`src/rtl/data_mem_stage.sv`:
```
// ----------------------------------------------------------------------------
// data_mem_stage
//   MEM-stage access controller sitting between the EXMEM and MEMWB pipeline
//   registers. A single-cycle MemRead/MemWrite strobe from EXMEM is turned
//   into a req/ack transaction towards a variable-latency data memory. While
//   the access is in flight stall_o freezes PC, IFID, IDEX and EXMEM. Load
//   data is presented to MEMWB in the cycle the pipeline is released.
//
// Ports
//   clk_i          in   1       clock, rising edge
//   rst_i          in   1       asynchronous, active-low reset
//   MemRead_i      in   1       load request (EXMEM)
//   MemWrite_i     in   1       store request (EXMEM)
//   addr_i         in   ADDR_W  byte address (EXMEM ALU result)
//   wdata_i        in   DATA_W  store data (EXMEM)
//   mem_req_o      out  1       request to data memory (registered)
//   mem_we_o       out  1       1 = write, 0 = read; valid while mem_req_o = 1
//   mem_addr_o     out  ADDR_W  latched address
//   mem_wdata_o    out  DATA_W  latched store data
//   mem_ack_i      in   1       single-cycle completion from data memory
//   mem_rdata_i    in   DATA_W  read data; valid when mem_ack_i = 1
//   stall_o        out  1       pipeline freeze (combinational)
//   rdata_o        out  DATA_W  load result to MEMWB ReadData_i
//   rdata_valid_o  out  1       rdata_o holds a completed load (DONE only)
//   misalign_o     out  1       one-cycle pulse: misaligned access dropped
//   timeout_o      out  1       sticky: an access hit MAX_WAIT
//
// State table
//   state  | meaning
//   -------+-------------------------------------------------------------
//   IDLE   | no access in flight; aligned MemRead/MemWrite is captured
//   BUSY   | mem_req_o asserted, waiting for mem_ack_i or MAX_WAIT expiry
//   DONE   | one release cycle; EXMEM still holds the finished op, so
//          | strobes are ignored here to avoid issuing it twice
// ----------------------------------------------------------------------------
module data_mem_stage #(
   parameter int ADDR_W   = 32,
   parameter int DATA_W   = 32,
   parameter int MAX_WAIT = 255
) (
   input  logic              clk_i,
   input  logic              rst_i,
   input  logic              MemRead_i,
   input  logic              MemWrite_i,
   input  logic [ADDR_W-1:0] addr_i,
   input  logic [DATA_W-1:0] wdata_i,
   output logic              mem_req_o,
   output logic              mem_we_o,
   output logic [ADDR_W-1:0] mem_addr_o,
   output logic [DATA_W-1:0] mem_wdata_o,
   input  logic              mem_ack_i,
   input  logic [DATA_W-1:0] mem_rdata_i,
   output logic              stall_o,
   output logic [DATA_W-1:0] rdata_o,
   output logic              rdata_valid_o,
   output logic              misalign_o,
   output logic              timeout_o
);

   localparam int CNT_W = (MAX_WAIT < 2) ? 1 : $clog2(MAX_WAIT + 1);

   typedef enum logic [1:0] {
      S_IDLE = 2'b00,
      S_BUSY = 2'b01,
      S_DONE = 2'b10
   } state_t;

   state_t              state_q, state_d;

   logic [ADDR_W-1:0]   addr_q;
   logic [DATA_W-1:0]   wdata_q;
   logic                we_q;
   logic [CNT_W-1:0]    cnt_q;
   logic [DATA_W-1:0]   rdata_q;
   logic                rd_ok_q;
   logic                misalign_q;
   logic                timeout_q;

   logic                acc;
   logic                aligned;
   logic                start;
   logic                bad;
   logic                hit;
   logic                last;
   logic                expire;

   // ------------------------------------------------------------------------
   // Event decode shared by the FSM and the datapath
   // ------------------------------------------------------------------------
   assign acc     = MemRead_i | MemWrite_i;
   assign aligned = (addr_i[1:0] == 2'b00);
   assign last    = (cnt_q == CNT_W'(MAX_WAIT - 1));

   assign start   = (state_q == S_IDLE) &  acc &  aligned;
   assign bad     = (state_q == S_IDLE) &  acc & ~aligned;
   assign hit     = (state_q == S_BUSY) &  mem_ack_i;
   // An ack arriving in the final allowed BUSY cycle still counts as success.
   assign expire  = (state_q == S_BUSY) & ~mem_ack_i & last;

   // ------------------------------------------------------------------------
   // FSM: state register
   // ------------------------------------------------------------------------
   always_ff @(posedge clk_i or negedge rst_i) begin
      if (!rst_i) begin
         state_q <= S_IDLE;
      end else begin
         state_q <= state_d;
      end
   end

   // ------------------------------------------------------------------------
   // FSM: next-state logic
   // ------------------------------------------------------------------------
   always_comb begin
      state_d = state_q;
      unique case (state_q)
         S_IDLE: begin
            if (start) begin
               state_d = S_BUSY;
            end
         end
         S_BUSY: begin
            if (hit || expire) begin
               state_d = S_DONE;
            end
         end
         S_DONE: begin
            state_d = S_IDLE;
         end
         default: begin
            state_d = S_IDLE;
         end
      endcase
   end

   // ------------------------------------------------------------------------
   // FSM: outputs
   // ------------------------------------------------------------------------
   always_comb begin
      mem_req_o     = 1'b0;
      mem_we_o      = 1'b0;
      stall_o       = 1'b0;
      rdata_valid_o = 1'b0;
      unique case (state_q)
         S_IDLE: begin
            stall_o = start;
         end
         S_BUSY: begin
            mem_req_o = 1'b1;
            mem_we_o  = we_q;
            stall_o   = 1'b1;
         end
         S_DONE: begin
            rdata_valid_o = rd_ok_q;
         end
         default: begin
            stall_o = 1'b0;
         end
      endcase
      // stall_o is combinational from the EXMEM strobes; force it low while
      // reset is held so the pipeline is never frozen by a stale strobe.
      if (!rst_i) begin
         stall_o = 1'b0;
      end
   end

   assign mem_addr_o  = addr_q;
   assign mem_wdata_o = wdata_q;
   assign rdata_o     = rdata_q;
   assign misalign_o  = misalign_q;
   assign timeout_o   = timeout_q;

   // ------------------------------------------------------------------------
   // Datapath: request latch, wait counter, load result, status flags
   // ------------------------------------------------------------------------
   always_ff @(posedge clk_i or negedge rst_i) begin
      if (!rst_i) begin
         addr_q     <= '0;
         wdata_q    <= '0;
         we_q       <= 1'b0;
         cnt_q      <= '0;
         rdata_q    <= '0;
         rd_ok_q    <= 1'b0;
         misalign_q <= 1'b0;
         timeout_q  <= 1'b0;
      end else begin
         misalign_q <= bad;

         if (start) begin
            addr_q  <= addr_i;
            wdata_q <= wdata_i;
            // A stray MemRead alongside MemWrite is treated as a store.
            we_q    <= MemWrite_i;
            cnt_q   <= '0;
            rd_ok_q <= 1'b0;
         end

         if ((state_q == S_BUSY) && !hit && !expire) begin
            cnt_q <= cnt_q + CNT_W'(1);
         end

         if (hit) begin
            rd_ok_q <= ~we_q;
            if (!we_q) begin
               rdata_q <= mem_rdata_i;
            end
         end

         if (expire) begin
            rdata_q   <= '0;
            rd_ok_q   <= 1'b0;
            timeout_q <= 1'b1;
         end
      end
   end

endmodule
```
`config.mk`:
```
export PLATFORM = sky130hd
export DESIGN_NAME = data_mem_stage
export DESIGN_NICKNAME = d
export VERILOG_FILES = /design/src/rtl/data_mem_stage.sv
export SDC_FILE = /design/constraint.sdc
export NUM_CORES = 1
export LEC_CHECK = 0
export CAP_MARGIN = 20
export CORE_MARGIN = 8
export CORE_UTILIZATION = 30
export DETAILED_ROUTE_END_ITERATION = 10
export SYNTH_ARGS = -nofsm -noshare
export SYNTH_HDL_FRONTEND = slang
export SYNTH_SLANG_ARGS = --single-unit
```
`constraint.sdc`:
```
create_clock -name clk_i -period 4.8 [get_ports clk_i]
set_input_delay 0.72 -clock clk_i [delete_from_list [all_inputs] [get_ports clk_i]]
set_output_delay 0.72 -clock clk_i [all_outputs]
set_load 0.005 [all_outputs]
```
## Word-level counts from Yosys, hierarchy flattened

Index checks and enable logic that the tools add are counted.
W data, S select, Z words.

| word-level totals | value |
|---|---|
| bits in registers | 110 |
| bits of input ports | 101 |
| output and inout bits | 102 |
| logic and storage cells | 54 |

| cells by class | value |
|---|---|
| add/sub/neg operators | 1 |
| equality and inequality tests | 6 |
| mux-type cells | 16 |
| bitwise gates (word level) | 10 |
| reduce and logical (&&, ||, !) cells | 12 |

Operators by type and width:

| cell | count |
|---|---|
| $mux W32 | 3 |
| $mux W8 | 2 |
| $add A8 B1 Y8 const B | 1 |
| $eq A8 B8 Y1 const B | 1 |
| $mux W1 | 7 |
| $and A1 B1 Y1 | 6 |
| $logic_not A2 Y1 | 2 |
| $mux W2 | 2 |
| $ne A2 B1 Y1 const B | 2 |
| $pmux W2 S2 | 1 |
| $reduce_and A2 Y1 | 2 |
| $reduce_bool A2 Y1 | 2 |
| $not A1 Y1 | 3 |
| $reduce_bool A3 Y1 | 1 |
| $eq A2 B1 Y1 const B | 1 |
| $eq A2 B2 Y1 const B | 1 |
| $logic_and A1 B1 Y1 | 2 |
| $logic_not A1 Y1 | 2 |
| $ne A2 B2 Y1 const B | 1 |
| $pmux W1 S2 | 1 |
| $logic_or A1 B1 Y1 | 1 |
| $or A1 B1 Y1 | 1 |

## Longest topological paths before layout

| depth | value |
|---|---|
| depth in word-level cells | 6 |
| mapped depth | 7 |
| mapped depth without buffers | 6 |

## Least setup slack after synthesis

OpenSTA, ideal clock, no wires.

| timing | value |
|---|---|
| path kind | input to output |
| from | in addr_i[1] |
| to | out stall_o |
| arrival time | 1.915 ns |
| data required time | 4.080 ns |
| setup slack | 2.165 ns |
| stages on the path | 6 |
| path buffers | 2 |
| cell sequence | nor2_1 > or4b_1 > buf_2 > buf_2 > nor2b_1 > nor3b_1 |

| on the way | value |
|---|---|
| longest elaborated chain between the ends | 4 |

RTL lines:

| what | RTL line | source |
|---|---|---|
| start, declared | 45 | `input logic [ADDR_W-1:0] addr_i,` |
| $logic_not A2 Y1 | 91 | `assign aligned = (addr_i[1:0] == 2'b00);` |
| $and A1 B1 Y1 | 94 | `assign start = (state_q == S_IDLE) & acc & aligned;` |
| $pmux W1 S2 | 144 | `unique case (state_q)` |
| $mux W1 | 162 | `if (!rst_i) begin` |
| end, declared | 53 | `output logic stall_o,` |

Every way passes these cells.

## Worst setup path after layout

Ends and elaborated chain as after synthesis.

==> flow_metrics.py <==
metrics = {
    "timing": {
        "rsz0062_at_grt": "no",
        "finalCritPeriodShare_pct": 71.2,
        "fmax_mhz": 293,
        "fin_crit_ps": 3420,
        "relSlewSlack_pct": 41.1,
        "final.setup.tns_ps": 0,
        "hold_violations": 0,
        "drv_slew": 0,
        "setup_viol": 0,
        "fin_skew_ps": 7.33,
        "worst_pin_slew_ps": 877,
    },
    "yosys": {
        "netlist.top_cell.by_area": "dfrtp_1",
        "ys_types": 28,
        "syn-mean-instance-area_um2": 14.7,
        "synthTopCellsByArea": "dfrtp_1 (66%), mux2_2 (17%), a22o_1 (6.7%), buf_2 (1.4%), nand3_1 (0.83%)",
        "seq_area_frac_synth_pct": 65.5,
        "mappedNetlistArea_um2": 4200,
        "async_reset_ff_share_pct": 100,
        "synthDominantCellAreaShare_pct": 65.5,
        "syn-num-nets": 388,
        "ys_ff_latch": 110,
        "ys_warn_count": 0,
        "syn_inst": 285,
        "synth_edf_count": 0,
        "ys.flop_type": "dfrtp_1",
    },
    "finish": {
        "stdcell_area_um2": 6700,
        "areaGrowthSynthToFinish_pct": 59.6,
        "nFillCells": 1250,
        "layout-drive-gt1-share_pct": 17.5,
        "nNetsFinal": 589,
        "antenna_cells": 0,
    },
    "clock_network": {
        "clk_path_buf_depth": 2,
        "cts_hold_buf": 0,
        "cts_tree": "built",
        "cts_made_buffers": 9,
        "postCtsSetupBuffers": 0,
        "cts.sinks": 110,
        "cts-resized-gates": 0,
        "path_clk_slew_ps": 70,
        "htree_levels": 3,
        "cts_root_buf": "clkbuf_16",
        "insertion_delay_ps": 350,
    },
    "critical_path": {
        "critPathLaunchType": "primary input",
        "worst_ep_arrival_time_ps": 2700,
        "crit_buf_inv": 2,
        "cp_top_family": "buffers and inverters",
        "reg2reg_slack_ps": 2680,
        "end_kind": "output pin",
        "crit_chain": "clkdlybuf4s50_1 -> nor2_1 -> or4b_4 -> nor2b_1 -> nor3b_1 -> clkdlybuf4s50_1",
        "critical_path_required_ps": 4080,
        "cpMaxStageDelayCell": "clkdlybuf4s50_1",
        "cp_max_fo": 2,
        "max_stage_delay_ps": 560,
        "cpMostUsedCell": "clkdlybuf4s50_1",
        "worst-setup-path-type": "in2out",
    },
    "die": {
        "die_h_um": 134,
        "fp.dieW_um": 134,
        "ios": 203,
        "coreArea_um2": 13800,
        "core.rowCount": 43,
        "start_util_pct": 30.5,
        "dieArea_um2": 18000,
    },
    "routing": {
        "drtIter0Drc": 74,
        "drtPass1Iterations": 4,
        "route.detailed.drc": 0,
        "drt-wirelength-per-cell_um": 17.8,
        "ant_nets": 0,
        "viasPerCell": 4.62,
        "vias": 3101,
        "finalWirelength_mm": 11.9,
    },
    "pwr": {
        "p_seq_share_pct": 43.3,
        "p_leak_nw": 2.87,
        "p_switching_mw": 0.810,
        "power.density_nw_per_um2": 475,
        "p_comb_share_pct": 33.6,
        "switching_share_pct": 25.4,
        "ir_drop_v": 0.000180,
        "pwr-share-clk_pct": 23.1,
        "p_int_mw": 2.37,
    },
    "placement": {
        "place_congestion": 0.729,
        "io_buffers": 202,
        "hpwl_mm": 8.96,
        "placed_area_um2": 6410,
    },
    "run": {
        "max-cap-violations": 0,
    },
    "global_routing": {
        "antenna_found_initial": 0,
        "overflow": 0,
        "grt_pass1_wl_mm": 18.8,
        "grt_use_total_pct": 13.3,
        "grt_pass1_vias": 3348,
        "grt_max_degree": 71,
    },
    "min_path": {
        "hp-class": "reg2reg",
    },
    "outcome": {
        "status": "complete, no violations",
    },
}
-- through the flow --
step	util, %	power (mW)	hold slack [ps]	setup WS [ps]	instances
after global placement	46.4	2.47	448	1410	654
after global routing	48.7	3.38	503	1280	671
after detailed placement	46.6	2.49	456	1390	655
final	48.7	3.18	466	1380	671
after floorplan	-	1.70	424	2170	285
after CTS	48.7	3.25	473	1370	671
-- cells by family after synthesis --
group                      count (synthesis)  share of synthesized area (%)
adders and majority gates                  2                          0.595
and+or+nand+nor                           39                           5.15
muxes                                     63                           16.9
AOI/OAI and AO/OA                         51                           9.53
DFF                                      110                           65.5
buffers and inverters                     20                           2.32
-- sequential cells by signal, indices dropped and copies added, names as in the netlist --
| register | cells |
|---|---|
| state_q | 2 |
| rd_ok_q | 1 |
| we_q | 1 |
| mem_addr_o | 32 |
| misalign_o | 1 |
| cnt_q | 8 |
| timeout_o | 1 |
| mem_wdata_o | 32 |
| rdata_o | 32 |
-- synthesized netlist by cell type, drive strengths merged, types with 2 or more instances --
cell and n:
nand4 2, ha 2, nand2 5, a211o 2, nor3b 3, nor3 3
or3 4, clkbuf 4, a21o 4, nor2 5, buf 13, and2 5
o21ai 7, dfrtp 110, nand3 7, a21oi 3, inv 3, nor2b 3
mux2 63, a22o 32
-- metal layers --
metal	share of wire, %	up-vias	track usage, %
met3	11	11	6.06
met4	1.5	0	5.43
met2	46	135	20.6
met1	42	1524	15.7
met5	0	-	0
li1	-	1431	-
-- placed cells by master, fill, tap and decap left out, types with 2 or more instances in the layout --
master	Yosys	final
dfrtp_1	110	110
nor2_1	5	5
clkinvlp_4	0	2
clkdlybuf4s50_1	0	201
and2_1	4	4
nor3b_1	3	3
a22o_1	32	32
a211o_1	2	2
clkbuf_16	0	9
or3_1	4	4
nand4_1	2	2
inv_1	3	3
ha_1	2	2
buf_4	0	5
nand3_1	7	7
nand2_1	5	5
nor2b_1	3	3
mux2_2	63	63
a21o_1	4	4
o21ai_0	5	5
clkbuf_1	4	2
a21oi_1	3	3
nor3_1	3	3
-- power groups by stage --
stage	logic, mW	registers [mW]	clock network (mW)
after global routing	1.16	1.42	0.806
after global placement	1.08	1.39	0
after floorplan	0.300	1.40	0
after CTS	1.10	1.38	0.770
final	1.07	1.38	0.736
after detailed placement	1.09	1.40	0
-- area by class of cell --
class,count,area [um2],share of cell area [%]
sequential,110,2750,41.1
tap,180,225,3.36
clock inverter,5,58.8,0.877
clock buffer,11,233,3.47
inverter,3,11.3,0.168
timing repair buffer,207,2060,30.8
multi-input combinational,155,1360,20.3
-- path summary, 6_finish.rpt --
check,startpoint,endpoint,cells past startpoint
setup reg to reg,state_q[1]$_DFFE_PN0P_,cnt_q[2]$_DFFE_PN0P_,4
min in group asynchronous,rst_i,cnt_q[1]$_DFFE_PN0P_,2
max in group asynchronous,rst_i,mem_addr_o[21]$_DFFE_PN0P_,3
setup / recovery,addr_i[1],stall_o,6
hold reg to reg,timeout_o$_DFFE_PN0P_,timeout_o$_DFFE_PN0P_,1
hold / removal,timeout_o$_DFFE_PN0P_,timeout_o$_DFFE_PN0P_,1
Note: power is estimated with default switching activity, not from simulation.
==> variant 1, RTL diff (config.mk and constraints unchanged) <==
Re-encode `state_t` (3 states) as one-hot, 3 bits wide.
--- a/src/rtl/data_mem_stage.sv
+++ b/src/rtl/data_mem_stage.sv
@@ -59,10 +59,10 @@
 
    localparam int CNT_W = (MAX_WAIT < 2) ? 1 : $clog2(MAX_WAIT + 1);
 
-   typedef enum logic [1:0] {
-      S_IDLE = 2'b00,
-      S_BUSY = 2'b01,
-      S_DONE = 2'b10
+   typedef enum logic [2:0] {
+      S_IDLE = 3'b001,
+      S_BUSY = 3'b010,
+      S_DONE = 3'b100
    } state_t;
 
    state_t              state_q, state_d;
Check against the original RTL: no difference found for any inputs over 10 cycles, from zero or initial values and one cycle with rst_i low; not proved beyond that.
==> variant 1 against the original RTL <==
- combinational power shrank 29%
- sequential cell count grew 1
- total power shrank 13%
- setup slack gained 0.43 ns
- design area grew 0.58%
- routed wire length shrank 3.1%
- area after synthesis grew 1.3%
- die area grew 1.2%
- sequential power shrank 10%
- hold slack lost 0.027 ns
- critical path type unchanged
==> variant 1: results (changes against the original RTL) <==
| Metric | Value |
|---|---|
| CTS max path bufs | `2 (unchanged)` |
| CP max FO | `2 (unchanged)` |
| Reg clk slew, reported paths | `0.07 ns (about the same)` |
| Register area share after synthesis | `65.3% (was 65.5%)` |
| Synth area leader | `dfrtp_1 (unchanged)` |
| Routed met1 length | `4990 µm (was 4960 µm)` |
| Port Buf Inserts | `202 (unchanged)` |
| First-pass GRT wire length | `18300 µm (was 18800 µm)` |
| Clock Skew | `0.00455 ns (was 0.00733 ns)` |
| Worst r2r src | `state_q[0] (was state_q[1])` |
| Slowest cell on crit path | `clkdlybuf4s50_1 (unchanged)` |
| R2R depth | `5 (was 4)` |
| Post-CTS Setup Bufs | `0 (unchanged)` |
| DRT Pass-1 Iters | `4 (unchanged)` |
| Post-CTS sizing | `0 (unchanged)` |
| Commonest cells in the netlist | `dfrtp_1, mux2_2, a22o_1 (unchanged)` |
| Headroom to the max-slew limit | `37.1% (was 41.1%)` |
| Fillers | `1226 (was 1250)` |
| DP HPWL | `8460 µm (was 8960 µm)` |
| Status | `finished clean (unchanged)` |
| DR WL/cell | `17.4 µm (was 17.8 µm)` |
| Drt first-iter violations | `82 (was 74)` |
| VDD IR max | `0.154 mV (was 0.180 mV)` |
| Dpl ws | `1.80 ns (was 1.39 ns)` |
| FF-to-FF End | `rdata_o[13] (was cnt_q[2])` |
| Initial antenna violation count | `0 (unchanged)` |
| Final #Nets | `583 (was 589)` |
| Async S/R FF share, synth | `100% (unchanged)` |
| CTS root buf | `clkbuf_16 (unchanged)` |
| Layout cell share with drive strength beyond 1 | `18.4% (was 17.5%)` |
| H-tree depth | `3 (unchanged)` |
| Worst skew pair latency | `0.34 ns` |
| Syn Nets | `382 (was 388)` |
| Area contributors post-synth | `dfrtp_1, mux2_2, a22o_1 (unchanged)` |
| Met3 WL | `1220 µm (was 1290 µm)` |
| GRT Resource Usage Total | `12.6% (was 13.3%)` |
| CTS buffer count | `9 (unchanged)` |
| Critical Path Max Stage Delay | `0.51 ns (was 0.56 ns)` |
| Vias | `3003 (was 3101)` |
| Worst EP arrival | `2.27 ns (was 2.70 ns)` |
| GPL Wtd Cong | `0.748 (was 0.729)` |
| Lkg Pwr | `0.00286 µW (was 0.00287 µW)` |
| Worst reg2reg setup slack | `2.62 ns (was 2.68 ns)` |
| Largest net degree at the start of global routing | `75 (was 71)` |
| Synth unique cells | `36 (was 28)` |
| Top Layer Used | `met4 (unchanged)` |
| Final worst slack | `1.81 ns (was 1.38 ns)` |
| Tightest Hold Check Type | `in -> async (was reg -> reg)` |
| Critical Path End | `stall_o (unchanged)` |
| Yosys warns | `0 (unchanged)` |
| CP Launch Point | `MemWrite_i (was addr_i[1])` |
| Met2 wire len | `5150 µm (was 5500 µm)` |
| Ant diodes | `0 (unchanged)` |
| Vias in the first global route | `3375 (was 3348)` |
variant 1: kinds of logic after synthesis:
group / after synthesis / synth area share (%)
flip-flops: 111 / 65.3
multiplexers: 64 / 16.9
AO/OA/AOI/OAI: 50 / 9.70
AND/OR/NAND/NOR: 35 / 5.14
buffers and inverters: 17 / 2.41
adder cells (fa/ha/maj): 2 / 0.588
variant 1: critical path: cells and delay by family:
kind,cells,cell delay [ns]
compound gates,1,0.11
buf+inv,2,0.99
simple gates,3,0.45
variant 1: power by group:
group	switching [µW]	internal, µW	total (µW)
combinational	215	543	758
clock	317	467	784
sequential	105	1130	1240
total	637	2150	2780
variant 1: stage by stage:
stage	area, µm²	hold WS (ns)	std cells	power (µW)
after floorplan	4260	0.424	279	1470
after global placement	6430	0.446	649	2030
after detailed placement	6430	0.452	649	2030
after CTS	6740	0.465	664	2830
after global routing	6740	0.492	664	2930
final	6740	0.439	664	2780
variant 1: how the worst min path moves through the flow:
stage                     slack [ns]         endpoint  cells past startpoint      start
after floorplan                 0.42         cnt_q[0]                      0      rst_i
after global placement          0.45        timeout_o                      1  timeout_o
after detailed placement        0.45        timeout_o                      1  timeout_o
after CTS                       0.46  mem_wdata_o[10]                      1      rst_i
after global routing            0.49  mem_wdata_o[10]                      1      rst_i
final                           0.44  mem_wdata_o[10]                      1      rst_i
variant 1: final cells by class:
class                   instances  share of cell area (%)
clock inverters                 4                    1.04
clock buffers                  11                    3.60
inverters                       2                   0.111
multi-input cells             151                    20.4
well taps                     180                    3.34
repair buffers                205                    30.3
flip-flops and latches        111                    41.2
variant 1: routing by layer:
metal | vias up | global-route usage [%]
met1 | 1432 | 15.3
met2 | 137 | 19.3
li1 | 1423 | -
met4 | 0 | 4.38
met3 | 11 | 5.93
met5 | - | 0
==> variant 2, RTL diff (config.mk and constraints unchanged) <==
Without the edit above. `DATA_W`: 32 -> 48.
--- a/src/rtl/data_mem_stage.sv
+++ b/src/rtl/data_mem_stage.sv
@@ -35,7 +35,7 @@
 // ----------------------------------------------------------------------------
 module data_mem_stage #(
    parameter int ADDR_W   = 32,
-   parameter int DATA_W   = 32,
+   parameter int DATA_W   = 48,
    parameter int MAX_WAIT = 255
 ) (
    input  logic              clk_i,
Interface: changed (resized mem_rdata_i, mem_wdata_o, rdata_o and wdata_i); port bits go from 203 to 267. The function was not compared with the original's and may differ.
==> variant 2 against the original RTL <==
- setup slack lost 0.12 ns
- critical endpoint unchanged
- register-to-register slack lost 0.15 ns
- critical path type unchanged
- sequential power grew 32%
- total power grew 46%
- via count grew 28%
- design area grew 33%
- area after synthesis grew 29%
- routed wire length grew 36%
- combinational power grew 37%
- sequential cell count grew 32
- highest routed layer unchanged
==> variant 2: results (changes against the original RTL) <==
| Metric | Value |
|---|---|
| CTS buffer count | `17 (was 9)` |
| Lkg Pwr | `0.00390 µW (was 0.00287 µW)` |
| Largest net degree at the start of global routing | `77 (was 71)` |
| Synth unique cells | `31 (was 28)` |
| Port Buf Inserts | `266 (was 202)` |
| CP max FO | `13 (was 2)` |
| Syn Nets | `490 (was 388)` |
| CTS max path bufs | `2 (unchanged)` |
| Placed Area | `8300 µm² (was 6410 µm²)` |
| Tightest Hold Check Type | `in -> async (was reg -> reg)` |
| Area contributors post-synth | `dfrtp_1, mux2_2, a22o_1 (unchanged)` |
| Commonest cells in the netlist | `dfrtp_1, mux2_2, a22o_1 (unchanged)` |
| Worst hold slack | `0.299 ns (was 0.466 ns)` |
| H-tree depth | `4 (was 3)` |
| VDD IR max | `0.260 mV (was 0.180 mV)` |
| Drt first-iter violations | `147 (was 74)` |
| Clock Skew | `0.00802 ns (was 0.00733 ns)` |
| Vias | `3959 (was 3101)` |
| Worst EP arrival | `2.82 ns (was 2.70 ns)` |
| Register area share after synthesis | `65.6% (was 65.5%)` |
| CP Launch Point | `MemWrite_i (was addr_i[1])` |
| GPL Wtd Cong | `0.711 (was 0.729)` |
| Worst Tran Pin Value | `1.01 ns (was 0.877 ns)` |
| Async S/R FF share, synth | `100% (unchanged)` |
| Worst skew pair latency | `0.41 ns (was 0.35 ns)` |
| Worst r2r src | `state_q[0] (was state_q[1])` |
| Layout cell share with drive strength beyond 1 | `18.6% (was 17.5%)` |
| Worst reg2reg setup slack | `2.53 ns (was 2.68 ns)` |
| GRT Resource Usage Total | `14.3% (was 13.3%)` |
| Internal | `3510 µW (was 2370 µW)` |
| Final #Nets | `758 (was 589)` |
| DP HPWL | `11900 µm (was 8960 µm)` |
| DR WL/cell | `18.8 µm (was 17.8 µm)` |
| First-pass GRT wire length | `24900 µm (was 18800 µm)` |
| Vias in the first global route | `4358 (was 3348)` |
| Status | `finished clean (unchanged)` |
[variant 2: final cells by class]
class / instances / area [µm²]
fillers: 1535 / 8890
flip-flops and latches: 142 / 3550
repair buffers: 271 / 2730
multi-input cells: 188 / 1750
clock buffers: 22 / 454
well taps: 229 / 287
clock inverters: 10 / 163
inverters: 3 / 11.3
[variant 2: cell families after synthesis]
group / Yosys count / share of synthesized area [%]
flops: 142 / 65.6
mux: 80 / 17.6
compound gates: 66 / 9.86
simple gates: 40 / 4.04
buf+inv: 25 / 2.43
fa+ha+maj: 2 / 0.462
[variant 2: critical path, stage by stage]
cell and delay, ns:
clkdlybuf4s50_1 0.49, nor2_1 0.07, or4b_4 0.61, nor2b_1 0.18, nor3b_1 0.19, clkdlybuf4s50_1 0.54
[variant 2: per-stage QoR]
| stage | setup slack [ns] | instances |
|---|---|---|
| 2_1_floorplan | 2.22 | 355 |
| 3_3_place_gp | 1.32 | 831 |
| 3_5_place_dp | 1.26 | 832 |
| 4_1_cts | 1.25 | 864 |
| 5_1_grt | 1.11 | 865 |
| 6_report | 1.26 | 865 |
[variant 2: power groups by stage]
stage          logic, µW  registers (µW)  clock network (µW)
2_1_floorplan        419            1840                   0
3_3_place_gp        1480            1830                   0
3_5_place_dp        1500            1830                   0
4_1_cts             1500            1820                1430
5_1_grt             1580            1870                1490
6_report            1470            1820                1380
[variant 2: routing by layer]
layer	vias up	GRT usage, %	part of all wire [%]
met5	-	0	0
met4	0	4.95	1.1
met3	12	6.43	11
met2	172	22.6	47
met1	1951	17.0	41
li1	1824	-	-
[variant 2: final timing paths]
kind	to	depth (start not counted)
setup / recovery	stall_o	6
hold / removal	mem_wdata_o[24]	1
setup reg to reg	cnt_q[4]	4
hold reg to reg	timeout_o	1
max in group asynchronous	mem_wdata_o[0]	3
min in group clk_i	timeout_o	1
